**src/rtl/fetch_pkg.sv**
```systemverilog
// Shared types and constants for the instruction-fetch stage.
//   fetch_entry_t : one buffered {pc, instr} pair as handed to decode
//   align_word    : clears the byte-offset bits of an address
package fetch_pkg;

    localparam int          WORD_W           = 32;
    localparam int          INSTR_BYTES      = 4;
    localparam logic [31:0] NOP_INSTR        = 32'h0000_0000;
    localparam logic [31:0] DEFAULT_RESET_PC = 32'h0000_0000;

    typedef struct packed {
        logic [WORD_W-1:0] pc;
        logic [WORD_W-1:0] instr;
    } fetch_entry_t;

    function automatic logic [WORD_W-1:0] align_word(input logic [WORD_W-1:0] addr);
        return {addr[WORD_W-1:2], 2'b00};
    endfunction

endpackage

```
**src/rtl/fetch_fifo.sv**
```systemverilog
// Small circular buffer of fetched {pc, instr} entries.
// Ports:
//   clk, rst_n     : clock, synchronous active-low reset
//   flush_i        : discard all entries (beats push and pop)
//   push_i         : write push_data_i at the tail
//   push_data_i    : entry to write
//   pop_i          : drop the head entry
//   count_o        : current occupancy
//   head_o         : head entry, all zeros when empty
module fetch_fifo
    import fetch_pkg::*;
#(
    parameter int DEPTH = 2,
    parameter int CNT_W = $clog2(DEPTH + 1)
) (
    input  logic             clk,
    input  logic             rst_n,
    input  logic             flush_i,
    input  logic             push_i,
    input  fetch_entry_t     push_data_i,
    input  logic             pop_i,
    output logic [CNT_W-1:0] count_o,
    output fetch_entry_t     head_o
);

    localparam int PTR_W = (DEPTH > 1) ? $clog2(DEPTH) : 1;

    fetch_entry_t     mem_q [DEPTH];
    logic [PTR_W-1:0] wr_ptr_q, wr_ptr_d;
    logic [PTR_W-1:0] rd_ptr_q, rd_ptr_d;
    logic [CNT_W-1:0] count_q, count_d;

    function automatic logic [PTR_W-1:0] next_ptr(input logic [PTR_W-1:0] p);
        if (p == PTR_W'(DEPTH - 1)) return '0;
        return p + PTR_W'(1);
    endfunction

    always_comb begin
        wr_ptr_d = wr_ptr_q;
        rd_ptr_d = rd_ptr_q;
        count_d  = count_q;
        if (flush_i) begin
            wr_ptr_d = '0;
            rd_ptr_d = '0;
            count_d  = '0;
        end else begin
            if (push_i) wr_ptr_d = next_ptr(wr_ptr_q);
            if (pop_i)  rd_ptr_d = next_ptr(rd_ptr_q);
            case ({push_i, pop_i})
                2'b10:   count_d = count_q + CNT_W'(1);
                2'b01:   count_d = count_q - CNT_W'(1);
                default: count_d = count_q;
            endcase
        end
    end

    always_ff @(posedge clk) begin
        if (!rst_n) begin
            wr_ptr_q <= '0;
            rd_ptr_q <= '0;
            count_q  <= '0;
        end else begin
            wr_ptr_q <= wr_ptr_d;
            rd_ptr_q <= rd_ptr_d;
            count_q  <= count_d;
        end
    end

    // Storage is not reset; count_q alone decides what is visible.
    always_ff @(posedge clk) begin
        if (rst_n && !flush_i && push_i) begin
            mem_q[wr_ptr_q] <= push_data_i;
        end
    end

    assign count_o = count_q;
    assign head_o  = (count_q != '0) ? mem_q[rd_ptr_q] : '0;

endmodule

```
**src/rtl/instr_fetch.sv**
```systemverilog
// Instruction-fetch stage: owns the PC, issues reads to a 1-cycle-latency
// synchronous instruction memory and buffers responses for decode.
// Ports:
//   clk, rst_n                 : clock, synchronous active-low reset
//   imemReq, imemAddr          : memory read request and word address
//   imemRdata                  : read data, one cycle after imemReq
//   redirectValid/Target       : PC change from decode (flushes wrong path)
//   instrValid, instrReady     : handshake towards decode
//   instr, pc                  : buffered instruction and its address
module instr_fetch
    import fetch_pkg::*;
#(
    parameter logic [31:0] RESET_PC   = DEFAULT_RESET_PC,
    parameter int          FIFO_DEPTH = 2
) (
    input  logic        clk,
    input  logic        rst_n,
    output logic        imemReq,
    output logic [31:0] imemAddr,
    input  logic [31:0] imemRdata,
    input  logic        redirectValid,
    input  logic [31:0] redirectTarget,
    output logic        instrValid,
    input  logic        instrReady,
    output logic [31:0] instr,
    output logic [31:0] pc
);

    localparam int CNT_W = $clog2(FIFO_DEPTH + 1);

    logic [31:0]      fetch_pc_q, fetch_pc_d;
    logic             inflight_q, inflight_d;
    logic [31:0]      inflight_pc_q, inflight_pc_d;

    logic [CNT_W-1:0] fifo_count;
    fetch_entry_t     fifo_head;
    fetch_entry_t     push_entry;
    logic             pop;
    logic             push;
    logic [CNT_W:0]   occ_after_pop;

    // A redirect voids both the pop and the arriving response.
    assign pop  = instrValid && instrReady && !redirectValid;
    assign push = inflight_q && !redirectValid;

    // Slots committed once this cycle's pop retires; counting the in-flight
    // request reserves its FIFO slot before the data arrives.
    assign occ_after_pop = {1'b0, fifo_count}
                         + {{CNT_W{1'b0}}, inflight_q}
                         - {{CNT_W{1'b0}}, pop};

    assign imemReq  = rst_n && !redirectValid
                   && (occ_after_pop < (CNT_W + 1)'(FIFO_DEPTH));
    assign imemAddr = fetch_pc_q;

    assign push_entry.pc    = inflight_pc_q;
    assign push_entry.instr = imemRdata;

    always_comb begin
        fetch_pc_d    = fetch_pc_q;
        inflight_pc_d = inflight_pc_q;
        inflight_d    = imemReq;
        if (redirectValid) begin
            fetch_pc_d = align_word(redirectTarget);
        end else if (imemReq) begin
            fetch_pc_d    = fetch_pc_q + 32'(INSTR_BYTES);
            inflight_pc_d = fetch_pc_q;
        end
    end

    always_ff @(posedge clk) begin
        if (!rst_n) begin
            fetch_pc_q    <= align_word(RESET_PC);
            inflight_q    <= 1'b0;
            inflight_pc_q <= '0;
        end else begin
            fetch_pc_q    <= fetch_pc_d;
            inflight_q    <= inflight_d;
            inflight_pc_q <= inflight_pc_d;
        end
    end

    fetch_fifo #(
        .DEPTH (FIFO_DEPTH),
        .CNT_W (CNT_W)
    ) u_fifo (
        .clk         (clk),
        .rst_n       (rst_n),
        .flush_i     (redirectValid),
        .push_i      (push),
        .push_data_i (push_entry),
        .pop_i       (pop),
        .count_o     (fifo_count),
        .head_o      (fifo_head)
    );

    assign instrValid = (fifo_count != '0);
    assign instr      = instrValid ? fifo_head.instr : NOP_INSTR;
    assign pc         = instrValid ? fifo_head.pc    : 32'h0000_0000;

endmodule
```
**config.mk**
```make
export PLATFORM = sky130hd
export DESIGN_NAME = instr_fetch
export DESIGN_NICKNAME = d
export VERILOG_FILES = /design/src/rtl/fetch_pkg.sv /design/src/rtl/fetch_fifo.sv /design/src/rtl/instr_fetch.sv
export SDC_FILE = /design/constraint.sdc
export NUM_CORES = 1
export LEC_CHECK = 0
export ABC_AREA = 0
export BUFFER_PORTS_ARGS = -buffer_cell sky130_fd_sc_hd__buf_2
export CORE_MARGIN = 2
export CORE_UTILIZATION = 55
export CTS_CLUSTER_SIZE = 16
export DETAILED_ROUTE_END_ITERATION = 8
export PLACE_DENSITY = 0.8
export SLEW_MARGIN = 5
export SYNTH_ARGS = -nofsm -noshare
export SYNTH_HDL_FRONTEND = slang
export SYNTH_SLANG_ARGS = --single-unit
```
**constraint.sdc**
```tcl
create_clock -name clk -period 10 [get_ports clk]
set_clock_uncertainty 0.2 [all_clocks]
set_input_delay 0.5 -clock clk [delete_from_list [all_inputs] [get_ports clk]]
set_output_delay 0.5 -clock clk [all_outputs]
set_load 0.1 [all_outputs]
```
==> run_results.csv, run 1 <==
group,metric,value,unit
run_status,status,"finished clean",
synthesis,ys_top_cells_by_count,"edfxtp_1, nand2_1, nor2_1",
floorplan,num_io_pins,166,
cells_and_area,layout-drive-gt1-share,25.2,%
place,place.gp.congestion,0.819,
synthesis,synth-main-ff-cell,"edfxtp_1",
drt,dr_total_vias,5371,
pwr,p_per_area,181,nW/um^2
place,io_buffers,159,
clock_tree,cts_sinks,190,
synthesis,synth-edff-count,124,
drt,drc,0,
synthesis,synth_top_area_share,47.3,%
worst_setup_path,rrSetupSlack,4.75,ns
clock_tree,post-cts-setup-buffers,0,
sta,tns,0,ns
worst_setup_path,cp_data_arrival_time,5.47,ns
synthesis,yosys_warnings,0,
floorplan,die_w,124,um
floorplan,die_y,124,um
floorplan,dieArea,15300,um^2
worst_setup_path,cp.required,9.30,ns
sta,final_hold_viol_count,0,
pwr,p_leak,3.57,nW
drt,viasPerCell,5.36,
sta,worst_pin_slew,1.08,ns
drt,drt_wl_total,16.1,mm
pwr,total_power,0.00169,W
synthesis,synth.area.top_cells,"edfxtp_1, dfxtp_1, mux2i_1",
hold_path,hp-class,"in -> reg",
grt,grt_max_degree,64,
floorplan,core-area,13900,um^2
drt,drtPass1Iterations,5,
sta,relSlewSlack,27.9,%
cells_and_area,layout.nets,881,
clock_tree,postCtsResizedCells,0,
sta,rsz0062_at_grt,"false",
drt,drt-initial-drc-count,418,
synthesis,async_flop_share,0,%
clock_tree,cts_made_buffers,17,
clock_tree,cts_hold_buf,0,
cells_and_area,final_cells,1002,
clock_tree,cts_root_buffer,"clkbuf_16",
clock_tree,clkSlewWorstSetupHoldPaths,0.07,ns
grt,grt_use_total,21.2,%
place,dp_cells,970,
floorplan,rows,43,
drt,drtAntennaViolNets,0,
synthesis,synthDistinctLibCells,49,
grt,first_global_vias,5027,
place,dpl.hpwl,10.5,mm
synthesis,seq_area_frac_synth,64.1,%
sta,final_max_slew_viol_count,0,
sta,period_minus_slack,6.17,ns
cells_and_area,area.growth.synth_to_final,19.0,%
synthesis,avgSynthCellArea,11.8,um^2
sta,post-route-period-util,61.7,%
synthesis,syn-instance-count,664,
synthesis,synth_largest_area_cell,"edfxtp_1",
worst_setup_path,endpoint_kind,"output port",
clock_tree,tritoncts,"done",
synthesis,synth-seq-cells,190,
pwr,peakVddDrop,0.000117,V
clock_tree,cts.htree.levels,4,
synthesis,synthMostInstantiatedCell,"edfxtp_1",
sta,setup_viol,0,
floorplan,initial_core_util,56.5,%
grt,gr-total-overflow,0,
job,drv_cap,0,
sta,fmax,0.162,GHz
cells_and_area,n_antenna_cell,0,
worst_setup_path,crit_path_start_kind,"flop",
clock_tree,clk_latency,0.42,ns
grt,grt_pass1_wl,25.0,mm
worst_setup_path,criticalPathCategory,"reg -> out",
clock_tree,clockBufferDepth,2,
grt,antenna_found_initial,0,
drt,wl_per_cell,16.1,um
worst_setup_path,crit_path_max_fanout,63,
synthesis,syn_area,7870,um^2
## flip-flops by register name (all words and copies together) (netlist names), named ones only
name,cells
imemAddr,30
inflight_pc_q,30
inflight_q,1
u_fifo.count_o,2
u_fifo.mem_q,124
u_fifo.rd_ptr_q,1
u_fifo.wr_ptr_q,1
## layer usage
layer	up-vias	track usage (%)	share of wire [%]
met5	-	0	0
met4	0	6.39	1.1
met3	20	5.27	7.1
met2	201	33.7	46
met1	2506	29.1	46
li1	2644	-	-
## cell type report
cell class                      count  area [um^2]
Inverter                            8         30.0
Tap cell                          180          225
Timing Repair Buffer              163          826
Clock buffer                       22          508
Sequential cell                   190         5050
Fill cell                        1044         4570
Clock inverter                     10         72.6
Multi-Input combinational cell    429         2650
## placed cells by master (no fill, tap or decap), types with 10 or more instances in the layout
| master | instances |
|---|---|
| a21boi_0 | 35 |
| a21oi_1 | 10 |
| buf_2 | 159 |
| clkbuf_16 | 20 |
| dfxtp_1 | 65 |
| edfxtp_1 | 124 |
| mux2i_1 | 62 |
| nand2_1 | 108 |
| nand3_1 | 10 |
| nand4_1 | 11 |
| nor2_1 | 74 |
| o21ai_0 | 25 |
| xor2_1 | 14 |
## worst max-delay path: stages, from the launching register on
cell and delay [ns]:
dfxtp_1 0.42, nor2_4 0.11, buf_4 0.52, inv_1 0.12
nand2_1 0.18, nor2_1 0.09, ha_1 0.30, nand2b_1 0.15
fa_1 0.44, xnor2_2 0.28, nand3_2 0.77, inv_1 0.79
buf_4 0.37, buf_2 0.47
## power breakdown
group | total [W] | internal, W | switching (W)
Clock | 0.000650 | 0.000365 | 0.000285
Combinational | 0.000174 | 0.0000365 | 0.000137
Sequential | 0.000871 | 0.000850 | 0.0000208
Total | 0.00169 | 0.00125 | 0.000443
## logic make-up (layout without fill, tap and decap cells)
family / Yosys count / in the layout / synth area share [%]
AO/OA/AOI/OAI: 92 / 92 / 7.91
XOR/XNOR: 23 / 23 / 2.66
other: 1 / 4 / 0.0477
AND/OR/NAND/NOR: 242 / 242 / 13.7
buffers and inverters: 48 / 203 / 2.58
multiplexers: 64 / 64 / 8.22
adder cells (fa/ha/maj): 4 / 4 / 0.732
flip-flops: 190 / 190 / 64.1
## path summary, 6_finish.rpt
kind	startpoint	to	cells after the start
setup / recovery	u_fifo.count_o[1]	imemReq	13
hold / removal	imemRdata[21]	u_fifo.mem_q[0][21]	1
setup reg to reg	u_fifo.count_o[1]	imemAddr[30]	15
hold reg to reg	inflight_pc_q[4]	u_fifo.mem_q[1][36]	0
## metrics by stage
step / setup WS [ns] / instance area [um^2] / util (%) / hold slack (ns)
3_5_place_dp: 4.20 / 8780 / 63.0 / 0.242
3_3_place_gp: 4.37 / 8780 / 63.0 / 0.234
2_1_floorplan: 5.27 / 7880 / - / 0.225
6_report: 3.83 / 9360 / 67.2 / 0.0698
4_1_cts: 3.73 / 9360 / 67.2 / 0.0520
5_1_grt: 3.36 / 9360 / 67.2 / 0.0535
No activity file was read; power rests on OpenSTA's default activity.
==> inputs of run 2 (changes only) <==
--- a/config.mk
+++ b/config.mk
@@ -8,10 +8,10 @@
 export ABC_AREA = 0
 export BUFFER_PORTS_ARGS = -buffer_cell sky130_fd_sc_hd__buf_2
 export CORE_MARGIN = 2
-export CORE_UTILIZATION = 55
+export CORE_UTILIZATION = 54
 export CTS_CLUSTER_SIZE = 16
 export DETAILED_ROUTE_END_ITERATION = 8
-export PLACE_DENSITY = 0.8
+export PLACE_DENSITY = 0.79
 export SLEW_MARGIN = 5
 export SYNTH_ARGS = -nofsm -noshare
 export SYNTH_HDL_FRONTEND = slang
==> constraint.sdc (replaced) <==
create_clock -name clk -period 6.2 [get_ports clk]
set_clock_uncertainty 0.2 [all_clocks]
set_input_delay 0.31 -clock clk [delete_from_list [all_inputs] [get_ports clk]]
set_output_delay 0.31 -clock clk [all_outputs]
set_load 0.1 [all_outputs]
==> run 2 against run 1 <==
  * Routed wire length is 7.3% higher
  * Global-route usage rose by 1.5 points
  * Cell count rose by 5.4%
  * Critical path depth fell by 1
  * Total power rose by 65%
  * Setup slack worse by 1.9 ns
  * Clock power rose by 66%
  * Flip-flop and latch count unchanged
  * Worst hold slack lost 0.065 ns
  * Critical endpoint unchanged
  * Core utilization grew 1.6 points
  * Non-clock buffer count up 50
==> run_results.csv, run 2 (same netlist as run 1, synthesis figures left out) <==
group,metric,value,unit
floorplan,die_w,125,um
drt,wl_per_cell,16.4,um
drt,dr_total_vias,5618,
drt,viasPerCell,5.32,
sta,fin_hold_ws,0.00488,ns
drt,drt_wl_total,17.3,mm
clock_tree,clockBufferDepth,2,
sta,fmax,0.234,GHz
hold_path,min_from,"redirectTarget[25]",
sta,period_minus_slack,4.27,ns
drt,drtPass1Iterations,5,
place,place.gp.congestion,0.843,
worst_setup_path,rrSetupSlack,2.43,ns
cells_and_area,fillers,1040,
floorplan,core-area,14400,um^2
grt,gr-total-overflow,0,
sta,rsz0062_at_grt,"false",
worst_setup_path,cp_data_arrival_time,3.76,ns
sta,setup_viol,0,
cells_and_area,layout.area.seq,5050,um^2
place,dpl.hpwl,11.0,mm
sta,final_max_slew_viol_count,0,
pwr,p_leak,3.80,nW
clock_tree,clk_latency,0.43,ns
grt,first_global_vias,5676,
clock_tree,tritoncts,"done",
floorplan,rows,44,
place,place_ws,2.23,ns
cells_and_area,final_cell_mix,"buf_2, edfxtp_1, nand2_1, nor2_1, dfxtp_1",
worst_setup_path,crit_path_start_kind,"flop",
worst_setup_path,criticalPathCategory,"reg -> out",
worst_setup_path,reg2reg_from,"u_fifo.count_o[1]",
sta,worst_pin_slew,1.11,ns
grt,grt_use_total,22.7,%
drt,drt-initial-drc-count,418,
pwr,total_power,0.00279,W
clock_tree,postCtsResizedCells,0,
cells_and_area,layout.nets,931,
floorplan,initial_core_util,54.7,%
pwr,p_per_area,282,nW/um^2
worst_setup_path,endpoint_kind,"output port",
clock_tree,cts_made_buffers,17,
cells_and_area,area.growth.synth_to_final,25.6,%
clock_tree,cts_sinks,190,
grt,grt_pass1_wl,28.1,mm
floorplan,dieArea,15500,um^2
worst_setup_path,crit_path_max_fanout,27,
sta,setup_ws,1.93,ns
hold_path,hp-class,"in -> reg",
cells_and_area,n_antenna_cell,0,
sta,tns,0,ns
run_status,status,"finished clean",
grt,antenna_found_initial,0,
floorplan,num_io_pins,166,
place,io_buffers,159,
cells_and_area,fin_area,9880,um^2
clock_tree,cts.htree.levels,4,
cells_and_area,largest_register_ffs,124,
cells_and_area,multi_input_area,2650,um^2
grt,grt_max_degree,63,
cells_and_area,max_flop_register,"u_fifo.mem_q",
job,drv_cap,0,
pwr,peakVddDrop,0.000193,V
sta,relSlewSlack,25.8,%
worst_setup_path,cp-startpoint,"u_fifo.count_o[1]",
sta,post-route-period-util,68.9,%
worst_setup_path,cp.required,5.69,ns
drt,drtAntennaViolNets,0,
sta,final_hold_viol_count,0,
clock_tree,cts_hold_buf,49,
cells_and_area,layout-drive-gt1-share,24.1,%
drt,drc,0,
cells_and_area,final_common_cell,"buf_2",
clock_tree,post-cts-setup-buffers,0,
clock_tree,cts_root_buffer,"clkbuf_16",
clock_tree,clkSlewWorstSetupHoldPaths,0.07,ns
place,post_dp_cell_area,8790,um^2
floorplan,die_y,125,um
-- run 2: changes by cell type in the layout (fill, tap and decap cells not counted) --
cell / delta
clkinv_2: -2
clkbuf_8: +1
buf_4: +1
inv_6: +4
clkbuf_1: -2
inv_4: +2
dlygate4sd3_1: +49
clkinv_4: -3
-- run 2: worst paths after layout --
check,to,depth (start not counted)
hold / removal,imemAddr[25],5
hold reg to reg,u_fifo.mem_q[0][40],0
setup reg to reg,imemAddr[9],13
setup / recovery,imemReq,12
-- run 2: power by group --
| part | internal (W) | switching [W] | total [W] |
|---|---|---|---|
| Combinational | 0.0000795 | 0.000229 | 0.000309 |
| Sequential | 0.00137 | 0.0000325 | 0.00140 |
| Clock | 0.000604 | 0.000475 | 0.00108 |
| Total | 0.00205 | 0.000736 | 0.00279 |
-- run 2: per-layer routing --
metal / track usage, % / vias to the layer above / wire length [um]
met5: 0 / - / 0
met2: 38.2 / 188 / 8480
li1: - / 2743 / -
met3: 4.90 / 24 / 1050
met4: 8.99 / 0 / 365
met1: 28.9 / 2663 / 7420
-- run 2: area by class of cell --
cell class,instances,share of cell area [%]
clock inverter,11,0.848
timing repair buffer,213,13.4
inverter,8,0.304
tap,184,2.33
sequential,190,51.1
multi-input combinational,429,26.8
clock buffer,21,5.20
-- run 2: metrics by stage --
stage / utilization [%] / cells
detailed placement: 61.2 / 975
global placement: 61.2 / 975
global route: 68.8 / 1056
floorplan: - / 667
CTS: 68.8 / 1056
finish: 68.8 / 1056
-- run 2: worst max-delay path: stages (launching register included) --
cell and delay, ns:
dfxtp_1 0.54, nor2_4 0.05, inv_1 0.07, nand2_1 0.09
nor2_1 0.18, ha_1 0.26, nand2b_1 0.15, fa_1 0.43
xnor2_2 0.28, nand3_2 0.12, inv_1 0.29, buf_4 0.37
buf_2 0.49
